File: config.mk
export PLATFORM = sky130hd
export DESIGN_NAME = hazard_unit
export DESIGN_NICKNAME = d
export VERILOG_FILES = /design/src/rtl/hazard_unit.sv
export SDC_FILE = /design/constraint.sdc
export NUM_CORES = 1
export LEC_CHECK = 0
export CORE_ASPECT_RATIO = 0.6
export CORE_MARGIN = 1
export CORE_UTILIZATION = 42
export DETAILED_ROUTE_END_ITERATION = 8
export PLACE_DENSITY_LB_ADDON = 0.3
export SLEW_MARGIN = 20
export SYNTH_ARGS = -nofsm -noshare
export SYNTH_HDL_FRONTEND = slang
export SYNTH_SLANG_ARGS = --single-unit
File: constraint.sdc
create_clock -name clk -period 3.65 [get_ports clk]
set_clock_uncertainty 0.05 [all_clocks]
set_input_delay 1.095 -clock clk [delete_from_list [all_inputs] [get_ports clk]]
set_output_delay 1.095 -clock clk [all_outputs]
set_load 0.01 [all_outputs]
File: src/rtl/hazard_unit.sv
// rtl/hazard_unit.sv - pipeline forwarding/stall unit with a multicycle-op tracker
// Optional HAZARD_STATS_EN adds saturating stall_cnt/mc_cnt counters.
module hazard_unit #(
    parameter int NUM_SRC = 2,
    parameter int REG_AW  = 5,
    parameter int MC_LAT  = 4
) (
    input  logic                      clk,
    input  logic                      rst_n,
    input  logic [NUM_SRC*REG_AW-1:0] id_rs,
    input  logic [REG_AW-1:0]         id_rd,
    input  logic                      id_regwrite,
    input  logic                      id_mc,
    input  logic [NUM_SRC*REG_AW-1:0] ex_rs,
    input  logic [REG_AW-1:0]         ex_rd,
    input  logic                      ex_regwrite,
    input  logic                      ex_memread,
    input  logic                      ex_mc,
    input  logic [REG_AW-1:0]         mem_rd,
    input  logic                      mem_regwrite,
    input  logic [REG_AW-1:0]         wb_rd,
    input  logic                      wb_regwrite,
    output logic [2*NUM_SRC-1:0]      fwd_sel,
    output logic                      stall,
    output logic                      flush_ex,
    output logic                      mc_busy,
    output logic                      mc_done,
    output logic [REG_AW-1:0]         mc_rd
`ifdef HAZARD_STATS_EN
    ,
    output logic [15:0]               stall_cnt,
    output logic [15:0]               mc_cnt
`endif
);

    localparam logic [1:0] S_IDLE = 2'd0;
    localparam logic [1:0] S_BUSY = 2'd1;
    localparam logic [1:0] S_DONE = 2'd2;
    localparam logic [3:0] CNT_LOAD = 4'(MC_LAT - 2);

    logic [1:0]        state_q, state_d;
    logic [3:0]        cnt_q, cnt_d;
    logic [REG_AW-1:0] mc_rd_q, mc_rd_d;
    logic              mc_issue, mc_pending;
    logic              load_use, mc_raw, mc_waw, mc_struct;

    assign mc_issue   = ex_mc && ex_regwrite;
    assign mc_busy    = (state_q == S_BUSY) || (state_q == S_DONE);
    assign mc_done    = (state_q == S_DONE);
    assign mc_rd      = mc_rd_q;
    assign mc_pending = mc_busy && !mc_done;

    // DONE is the MC_LAT-th cycle after capture: MC_LAT-1 BUSY cycles, counter MC_LAT-2..0.
    always_comb begin
        state_d = state_q;
        cnt_d   = cnt_q;
        mc_rd_d = mc_rd_q;
        case (state_q)
            S_IDLE: begin
                if (mc_issue) begin
                    state_d = S_BUSY;
                    cnt_d   = CNT_LOAD;
                    mc_rd_d = ex_rd;
                end
            end
            S_BUSY: begin
                if (cnt_q == 4'd0) begin
                    state_d = S_DONE;
                end else begin
                    cnt_d = cnt_q - 4'd1;
                end
            end
            S_DONE: begin
                if (mc_issue) begin
                    state_d = S_BUSY;
                    cnt_d   = CNT_LOAD;
                    mc_rd_d = ex_rd;
                end else begin
                    state_d = S_IDLE;
                end
            end
            default: state_d = S_IDLE;
        endcase
    end

    always_ff @(posedge clk or negedge rst_n) begin
        if (!rst_n) begin
            state_q <= S_IDLE;
            cnt_q   <= 4'd0;
            mc_rd_q <= '0;
        end else begin
            state_q <= state_d;
            cnt_q   <= cnt_d;
            mc_rd_q <= mc_rd_d;
        end
    end

    always_comb begin
        load_use = 1'b0;
        mc_raw   = 1'b0;
        for (int k = 0; k < NUM_SRC; k++) begin
            if (ex_memread && (ex_rd != '0) && (ex_rd == id_rs[k*REG_AW +: REG_AW]))
                load_use = 1'b1;
            if (mc_pending && (mc_rd_q != '0) && (mc_rd_q == id_rs[k*REG_AW +: REG_AW]))
                mc_raw = 1'b1;
        end
    end

    assign mc_waw    = mc_pending && id_regwrite && (id_rd == mc_rd_q) && (id_rd != '0);
    assign mc_struct = id_mc && mc_pending;
    assign stall     = load_use || mc_raw || mc_waw || mc_struct;
    assign flush_ex  = stall;

    always_comb begin
        fwd_sel = '0;
        for (int k = 0; k < NUM_SRC; k++) begin
            if (ex_rs[k*REG_AW +: REG_AW] != '0) begin
                if (mem_regwrite && (mem_rd == ex_rs[k*REG_AW +: REG_AW]))
                    fwd_sel[2*k +: 2] = 2'b10;
                else if (wb_regwrite && (wb_rd == ex_rs[k*REG_AW +: REG_AW]))
                    fwd_sel[2*k +: 2] = 2'b01;
                else if (mc_done && (mc_rd_q == ex_rs[k*REG_AW +: REG_AW]))
                    fwd_sel[2*k +: 2] = 2'b11;
            end
        end
    end

`ifdef HAZARD_STATS_EN
    logic [15:0] stall_cnt_q, mc_cnt_q;

    always_ff @(posedge clk or negedge rst_n) begin
        if (!rst_n) begin
            stall_cnt_q <= 16'd0;
            mc_cnt_q    <= 16'd0;
        end else begin
            if (stall && (stall_cnt_q != 16'hFFFF))
                stall_cnt_q <= stall_cnt_q + 16'd1;
            if (mc_done && (mc_cnt_q != 16'hFFFF))
                mc_cnt_q <= mc_cnt_q + 16'd1;
        end
    end

    assign stall_cnt = stall_cnt_q;
    assign mc_cnt    = mc_cnt_q;
`endif

endmodule

Word level (Yosys, flattened, before mapping)
Index checks and enable logic that the tools add are counted.
Storage, ports and cells
  output and inout port bits: 13
  bits of input ports: 49
  bits in registers: 11
  logic and storage cells: 75
Operators by class
  eq/ne operators: 17
  mux-type cells: 19
  reductions and logical operators: 35
  add/subtract/negate cells: 1
Operators by type and width (number)
  equality test 5 bit: 11
  nonzero test 5 bit: 5
  2-to-1 mux 2 bit: 10
  logical AND 1 bit: 18
  2-to-1 mux 4 bit: 2
  one-hot mux 4 bit (2 select lines): 1
  one-hot mux 2 bit (3 select lines): 1
  2-to-1 mux 1 bit: 5
  logical NOT 4 bit: 1
  logical OR 1 bit: 4
  != test 2 x 1 -> 1 bit, second input constant: 2
  != test 2 bit, second input constant: 2
  AND reduction 2 bit: 2
  subtractor 4 x 1 -> 4 bit, second input constant: 1
  AND reduction 3 bit: 1
  equality test 2 x 1 -> 1 bit, second input constant: 1
  equality test 2 bit, second input constant: 1
  logical NOT 2 bit: 1
  nonzero test 2 bit: 1
  OR reduction 2 bit: 1
  logical NOT 1 bit: 1

Logic depth before layout (Yosys ltp)
Gate-level depths: netlist of run 1.
  word-level depth: 10
  depth in mapped cells: 7
  depth with buffers taken out: 7

Least setup slack after synthesis of run 1
OpenSTA, ideal clock, no wires.
  path type: in2out
  start: in ex_rd[1]
  end: out stall
  data required time: 2505 ps
  setup slack: 254 ps
  cell stages on the path: 5
  path buffers: 1
  arrival time: 2251 ps
  cell sequence: or4_1 > o21ai_0 > a21oi_1 > a211o_1 > buf_4
On the way
  word-level cells in the longest chain between the ends: 8
  elaborated cells on any way between the ends: 11
  those cells by class: 2 x eq/ne; 2 x mux; 7 x reduce/logical
RTL lines
  from (decl): line 15  | input logic [REG_AW-1:0] ex_rd,
  nonzero test 5 bit: line 102  | if (ex_memread && (ex_rd != '0) && (ex_rd == id_rs[k*REG_AW +: REG_AW]))
  logical AND 1 bit (2 in series): line 102
  2-to-1 mux 1 bit: line 102
  2-to-1 mux 1 bit *: line 102
  logical OR 1 bit * (3 in series): line 111  | assign stall = load_use || mc_raw || mc_waw || mc_struct;
  to (decl): line 24  | output logic stall,
Mark *: on every way between the ends. The rest lies on a longest branch, timed or not.

Worst setup path after layout of run 1
  start: in ex_rd[2]
  end: out flush_ex
On the way
  word-level cells in the longest chain between the ends: 8
  elaborated cells on any way between the ends: 11
  those cells by class: 2 x eq/ne; 2 x mux; 7 x reduce/logical
RTL lines
  nonzero test 5 bit: line 102
  logical AND 1 bit (2 in series): line 102
  2-to-1 mux 1 bit: line 102
  2-to-1 mux 1 bit *: line 102
  logical OR 1 bit * (3 in series): line 111
  to (decl): line 25  | output logic flush_ex,
Marked as above.

==> results of run 1 <==
cell families after synthesis:
kind of cell / count (synthesis) / share of synthesized area
flops: 11 / 0.205
mux: 6 / 0.0493
xor+xnor: 55 / 0.358
fa+ha+maj: 8 / 0.0744
buf+inv: 11 / 0.0446
compound gates: 19 / 0.0856
simple gates: 46 / 0.183
worst max-delay path: cells and delay by family:
family / cells / cell delay [ns]
and+or+nand+nor: 1 / 0.56
AOI/OAI and AO/OA: 3 / 0.49
buffers and inverters: 2 / 0.40
per-stage QoR:
stage                     setup TNS [ns]  hold WS, ns
after floorplan                        0        0.422
after global placement             -3.37        0.441
after detailed placement           -3.54        0.452
after CTS                              0        0.460
after global routing              -0.179        0.499
final                             -0.107        0.461
what timing repair did:
item,4_1_cts,5_1_grt
pin swaps,18,17
gates resized for setup,59,20
endpoints found under the setup margin,6,6
hold buffers,0,0
buffers inserted,1,0
registers in the layout (all words and copies together) (netlist names):
name	flops
mc_rd	5
state_q	2
cnt_q	4
power groups by stage:
stage	sequential, uW	combinational (uW)	clock, uW
after floorplan	226	420	0
after detailed placement	298	590	0
final	300	595	125
after global routing	309	645	133
after global placement	296	553	0
after CTS	296	587	129
layer usage:
layer / up-vias / routed length, um / GRT usage
met5: - / 0 / 0
met4: 0 / 76 / 0.0906
met3: 11 / 218 / 0.0442
met2: 40 / 2010 / 0.422
met1: 655 / 2120 / 0.361
li1: 686 / - / -
layout make-up:
type,count,area [sq um]
Multi-Input combinational cell,134,1080
Fill cell,226,782
Tap cell,42,52.6
Clock buffer,4,45.0
Timing Repair Buffer,78,698
Inverter,4,15.0
Sequential cell,11,275
worst paths after layout:
check | to | cells after the start
min in group asynchronous | cnt_q[0] | 1
max in group asynchronous | mc_rd[4] | 1
min | cnt_q[0] | 1
max | flush_ex | 6
max reg2reg | mc_rd[4] | 5
min reg2reg | cnt_q[0] | 1
placed cells by master, fill, tap and decap left out, types with 4 or more instances in the layout:
cell             Yosys  routed
ha_1                 8       8
dfrtp_1             11      11
clkdlybuf4s50_1      0      26
xnor2_1             15      15
buf_2                3       6
nor2_1               6       6
dlymetal6s2s_1       0       6
or4_1                4       4
buf_4                2      17
nand3_1              7       7
dlygate4sd2_1        0      15
nand2_1              6       6
xor2_1              40      38
inv_1                4       4
a21oi_1              6       4
nor4_1               7       4
mux2_2               5       5
nor3_1               7       5
==> impl_metrics.json, run 1 <==
{
  "power_density_nw_per_um2": 471,
  "totalWireLength_um": 4420,
  "clk_pin_slew_ns": 0.05,
  "synth_edf_count": 0,
  "layout_min_cycle_time_ns": 3.70,
  "ys_warn_count": 0,
  "critPathSlowestCell": "or4_1",
  "cp_data_arrival_time_ns": 2.56,
  "synth_top_area_share": 0.260,
  "root_buffer": "clkbuf_8",
  "ys.flop_type": "dfrtp_1",
  "clockBufferDepth": 2,
  "rows": 15,
  "dpl.cell_count": 268,
  "clock.fmax_ghz": 0.270,
  "synth_most_common_cell": "xor2_1",
  "synth_cells": 156,
  "cp-end-kind": "primary output",
  "async_flop_share": 1.00,
  "grt_max_degree": 12,
  "reg2reg_slack_ns": 1.67,
  "hold_class": "flip-flop to flip-flop",
  "vias_per_cell": 5.10,
  "fin_crit_sh": 1.01,
  "ir_drop_v": 0.000386,
  "drive_gt1_frac": 0.208,
  "maxSlewViolCount": 0,
  "io_pins": 62,
  "violations": "negative setup slack",
  "worst_slew_pin_slew_ns": 0.512,
  "reg2reg_from": "state_q[0]",
  "cpPeakStageDelay_ns": 0.56,
  "critPathRequiredTime_ns": 2.50,
  "swShare": 0.441,
  "die_h_um": 45.8,
  "setup_slack_ns": -0.0540,
  "cts_tree": "built",
  "synth_common_cells": "xor2_1, xnor2_1, dfrtp_1, ha_1",
  "drc": 0,
  "synth-seq-cells": 11,
  "path_cells": "dlygate4sd2_1, or4_1, o21ai_2, a21oi_2, a211o_1, buf_2",
  "comb_power_share": 0.584,
  "placedInstanceArea_sq_um": 2080,
  "finalPower_uw": 1020,
  "place_ws_ns": -0.693,
  "hold_start": "cnt_q[0]",
  "fp.dieW_um": 75.1,
  "num_vias": 1392,
  "clkLatencyLatePin_ns": 0.25,
  "n_antenna_cell": 0,
  "area_delta_synth_final_pct": 60.9,
  "syn-cell-area_sq_um": 1350,
  "dieArea_sq_um": 3440,
  "p_switching_uw": 450,
  "grt_pass1_wl_um": 6460,
  "nets": 289,
  "p_seq_frac": 0.294,
  "ant_nets": 0,
  "grt.overflow.total": 0,
  "hold_viol": 0,
  "detail_route.iter0.violations": 59,
  "cap_violations": 0,
  "synth_cell_types": 32,
  "power.share.clock": 0.123,
  "drtPass1Iterations": 4,
  "antenna_found_initial": 0,
  "critPathKind": "input pin to primary output",
  "finish.utilization": 0.735,
  "fin_area_sq_um": 2160,
  "avgSynthCellArea_sq_um": 8.62,
  "start_util": 0.456,
  "htreeDepth": 1,
  "leakagePower_uw": 0.00101,
  "gr-usage-all-layers": 0.263,
  "synthTopCellsByArea": "xor2_1, dfrtp_1, xnor2_1, ha_1, mux2_2",
  "yosysSeqAreaShare": 0.205,
  "startpoint_type": "input pin",
  "synth_nets": 213,
  "core-area_sq_um": 2950,
  "post-dp-hpwl_um": 3520,
  "cts_sinks": 11,
  "yosysTopAreaCell": "xor2_1",
  "first_global_vias": 1386,
  "instances_no_fill": 273,
  "routedWlPerCell_um": 16.2,
  "status": "complete, but fails checks",
  "finalSetupViolCount": 2,
  "p_int_uw": 570,
  "crit_start": "ex_rd[2]",
  "crit_fanout": 2,
  "portBuffers": 61,
  "slew_headroom": 0.657,
  "cts_buffers": 3,
  "gp_congestion": 0.867
}
(Power assumes the default switching activity.)
==> inputs of run 2 (changes only) <==
Settings changed: ABC_AREA from default to 1, CORE_UTILIZATION 42 to 45.
==> run 2 against run 1 <==
  * The flow now finishes without violations
  * Non-clock buffer count is 2 lower
  * Synthesized area rose by 29%
  * Clock power about the same
  * Wire length increased by 23%
  * Sequential power down 6%
==> impl_metrics.json, run 2 <==
{
  "htreeDepth": 1,
  "gr-usage-all-layers": 0.286,
  "fin_crit_sh": 0.978,
  "crit_fanout": 4,
  "reg2reg_slack_ns": 1.84,
  "ant_nets": 0,
  "io_pins": 62,
  "nets": 441,
  "layout_common_cells": "nand2_1, inv_1, clkdlybuf4s50_1",
  "worst_slew_pin_slew_ns": 0.666,
  "seqCellArea_sq_um": 275,
  "ir_drop_v": 0.000364,
  "yosysSeqAreaShare": 0.159,
  "hold_viol": 0,
  "synth_top_area_share": 0.241,
  "power_density_nw_per_um2": 471,
  "clk_pin_slew_ns": 0.05,
  "post-dp-hpwl_um": 4500,
  "r2r_cells": 5,
  "yosysTopAreaCell": "nand2_1",
  "p_switching_uw": 582,
  "drive_gt1_frac": 0.136,
  "synth-seq-cells": 11,
  "leakagePower_uw": 0.00145,
  "p_int_uw": 604,
  "synth_edf_count": 0,
  "instances_no_fill": 430,
  "maxSlewViolCount": 0,
  "whs_path_depth": 2,
  "cts_tree": "built",
  "syn-cell-area_sq_um": 1730,
  "holdPathEnd": "cnt_q[3]",
  "largest_register_ff_count": 5,
  "clockBufferDepth": 2,
  "swShare": 0.491,
  "place_ws_ns": -0.330,
  "gp_congestion": 0.926,
  "worstReg2RegEnd": "state_q[0]",
  "start_util": 0.471,
  "root_buffer": "clkbuf_8",
  "cap_violations": 0,
  "ys.flop_type": "dfrtp_1",
  "layout_min_cycle_time_ns": 3.57,
  "synthTopCellsByArea": "nand2_1, dfrtp_1, inv_1, nor2_1, ha_1",
  "area_delta_synth_final_pct": 45.3,
  "cts_sinks": 11,
  "core-area_sq_um": 3680,
  "n_antenna_cell": 0,
  "dieArea_sq_um": 4110,
  "hold_start": "cnt_q[3]",
  "status": "completed",
  "antenna_found_initial": 0,
  "fp.dieW_um": 82.1,
  "cp_data_arrival_time_ns": 2.43,
  "cp-end-kind": "primary output",
  "synth_nets": 365,
  "synth_cells": 308,
  "grt_pass1_wl_um": 8800,
  "grt_max_degree": 12,
  "rows": 17,
  "startpoint_type": "input pin",
  "cts_buffers": 3,
  "first_global_vias": 1828,
  "ys_warn_count": 0,
  "avgSynthCellArea_sq_um": 5.62,
  "hold_class": "flip-flop to flip-flop",
  "slew_headroom": 0.555,
  "synth_cell_types": 26,
  "power.share.clock": 0.104,
  "p_seq_frac": 0.239,
  "fillerInstances": 364,
  "totalWireLength_um": 5460,
  "drtPass1Iterations": 5,
  "layout.cells.most_common": "nand2_1",
  "dpl.cell_count": 425,
  "die_h_um": 50.1,
  "critPathRequiredTime_ns": 2.50,
  "portBuffers": 61,
  "detail_route.iter0.violations": 189,
  "async_flop_share": 1.00,
  "setup_slack_ns": 0.0800,
  "grt.overflow.total": 0,
  "num_vias": 2165,
  "comb_power_share": 0.657,
  "synth_most_common_cell": "nand2_1",
  "reg2reg_from": "state_q[0]",
  "synth_common_cells": "nand2_1, inv_1, nor2_1, o21ai_0, nand3_1",
  "vias_per_cell": 5.03,
  "clkLatencyLatePin_ns": 0.24,
  "rsz0062_at_grt": "false",
  "drc": 0,
  "multiInputGateArea_sq_um": 1230,
  "routedWlPerCell_um": 12.7,
  "clock.fmax_ghz": 0.280,
  "finalSetupViolCount": 0,
  "critPathKind": "input pin to primary output"
}
run 2: critical path, stage by stage:
cell and delay, ns:
clkdlybuf4s50_1 0.49, inv_1 0.11, nand2_1 0.07, nand2_1 0.07, nor2_2 0.12, nand3_1 0.11, o21ai_1 0.09, inv_1 0.06
nor2_2 0.07, clkbuf_2 0.13
run 2: cell type report:
cell class	count	share of cell area
sequential	11	0.109
inverter	60	0.0895
tap	47	0.0234
multi-input combinational	232	0.487
clock buffer	4	0.0179
timing repair buffer	76	0.273
run 2: timing repair:
action,in CTS,in global routing
hold buffers,0,0
buffers inserted,1,0
hold endpoints to repair,0,0
endpoints found under the setup margin,6,6
pin swaps,4,2
resized for setup,40,17
run 2: power by group through the flow:
stage / Combinational (uW) / Sequential, uW / Clock, uW
2_1_floorplan: 542 / 229 / 0
3_3_place_gp: 748 / 278 / 0
3_5_place_dp: 775 / 278 / 0
4_1_cts: 780 / 279 / 125
5_1_grt: 874 / 289 / 132
6_report: 779 / 283 / 124
run 2: worst max-delay path by stage:
stage                       to  cells after the start  slack [ns]      start
global placement    fwd_sel[3]                      8       -0.30   ex_rs[7]
floorplan                stall                      8        0.74   id_rd[1]
finish              fwd_sel[0]                     10        0.08   ex_rs[3]
CTS                 fwd_sel[1]                      8       0.007   ex_rs[3]
global route        fwd_sel[2]                      9       0.006  mem_rd[4]
detailed placement       stall                     10       -0.33   id_rs[5]
run 2: layer usage:
metal	global-route usage	share of wire	vias to the layer above
met5	0	0	-
met2	0.399	0.40	100
met4	0.0322	0.0082	0
met3	0.0463	0.077	8
li1	-	-	1097
met1	0.458	0.51	960
run 2: through the flow:
stage / power, uW / cell area [sq um] / setup TNS (ns) / hold slack, ns / util
3_3_place_gp: 1030 / 2470 / -1.73 / 0.496 / 0.671
5_1_grt: 1300 / 2520 / 0 / 0.559 / 0.684
6_report: 1190 / 2520 / 0 / 0.517 / 0.684
4_1_cts: 1180 / 2530 / 0 / 0.526 / 0.687
2_1_floorplan: 771 / 1730 / 0 / 0.470 / -
3_5_place_dp: 1050 / 2470 / -1.91 / 0.515 / 0.671
run 2: cell families after synthesis:
logic type,share of synthesized area
AOI/OAI and AO/OA,0.113
and+or+nand+nor,0.444
xor gates and xnor gates,0.0737
DFF,0.159
buffers and inverters,0.152
adders and majority gates,0.0578
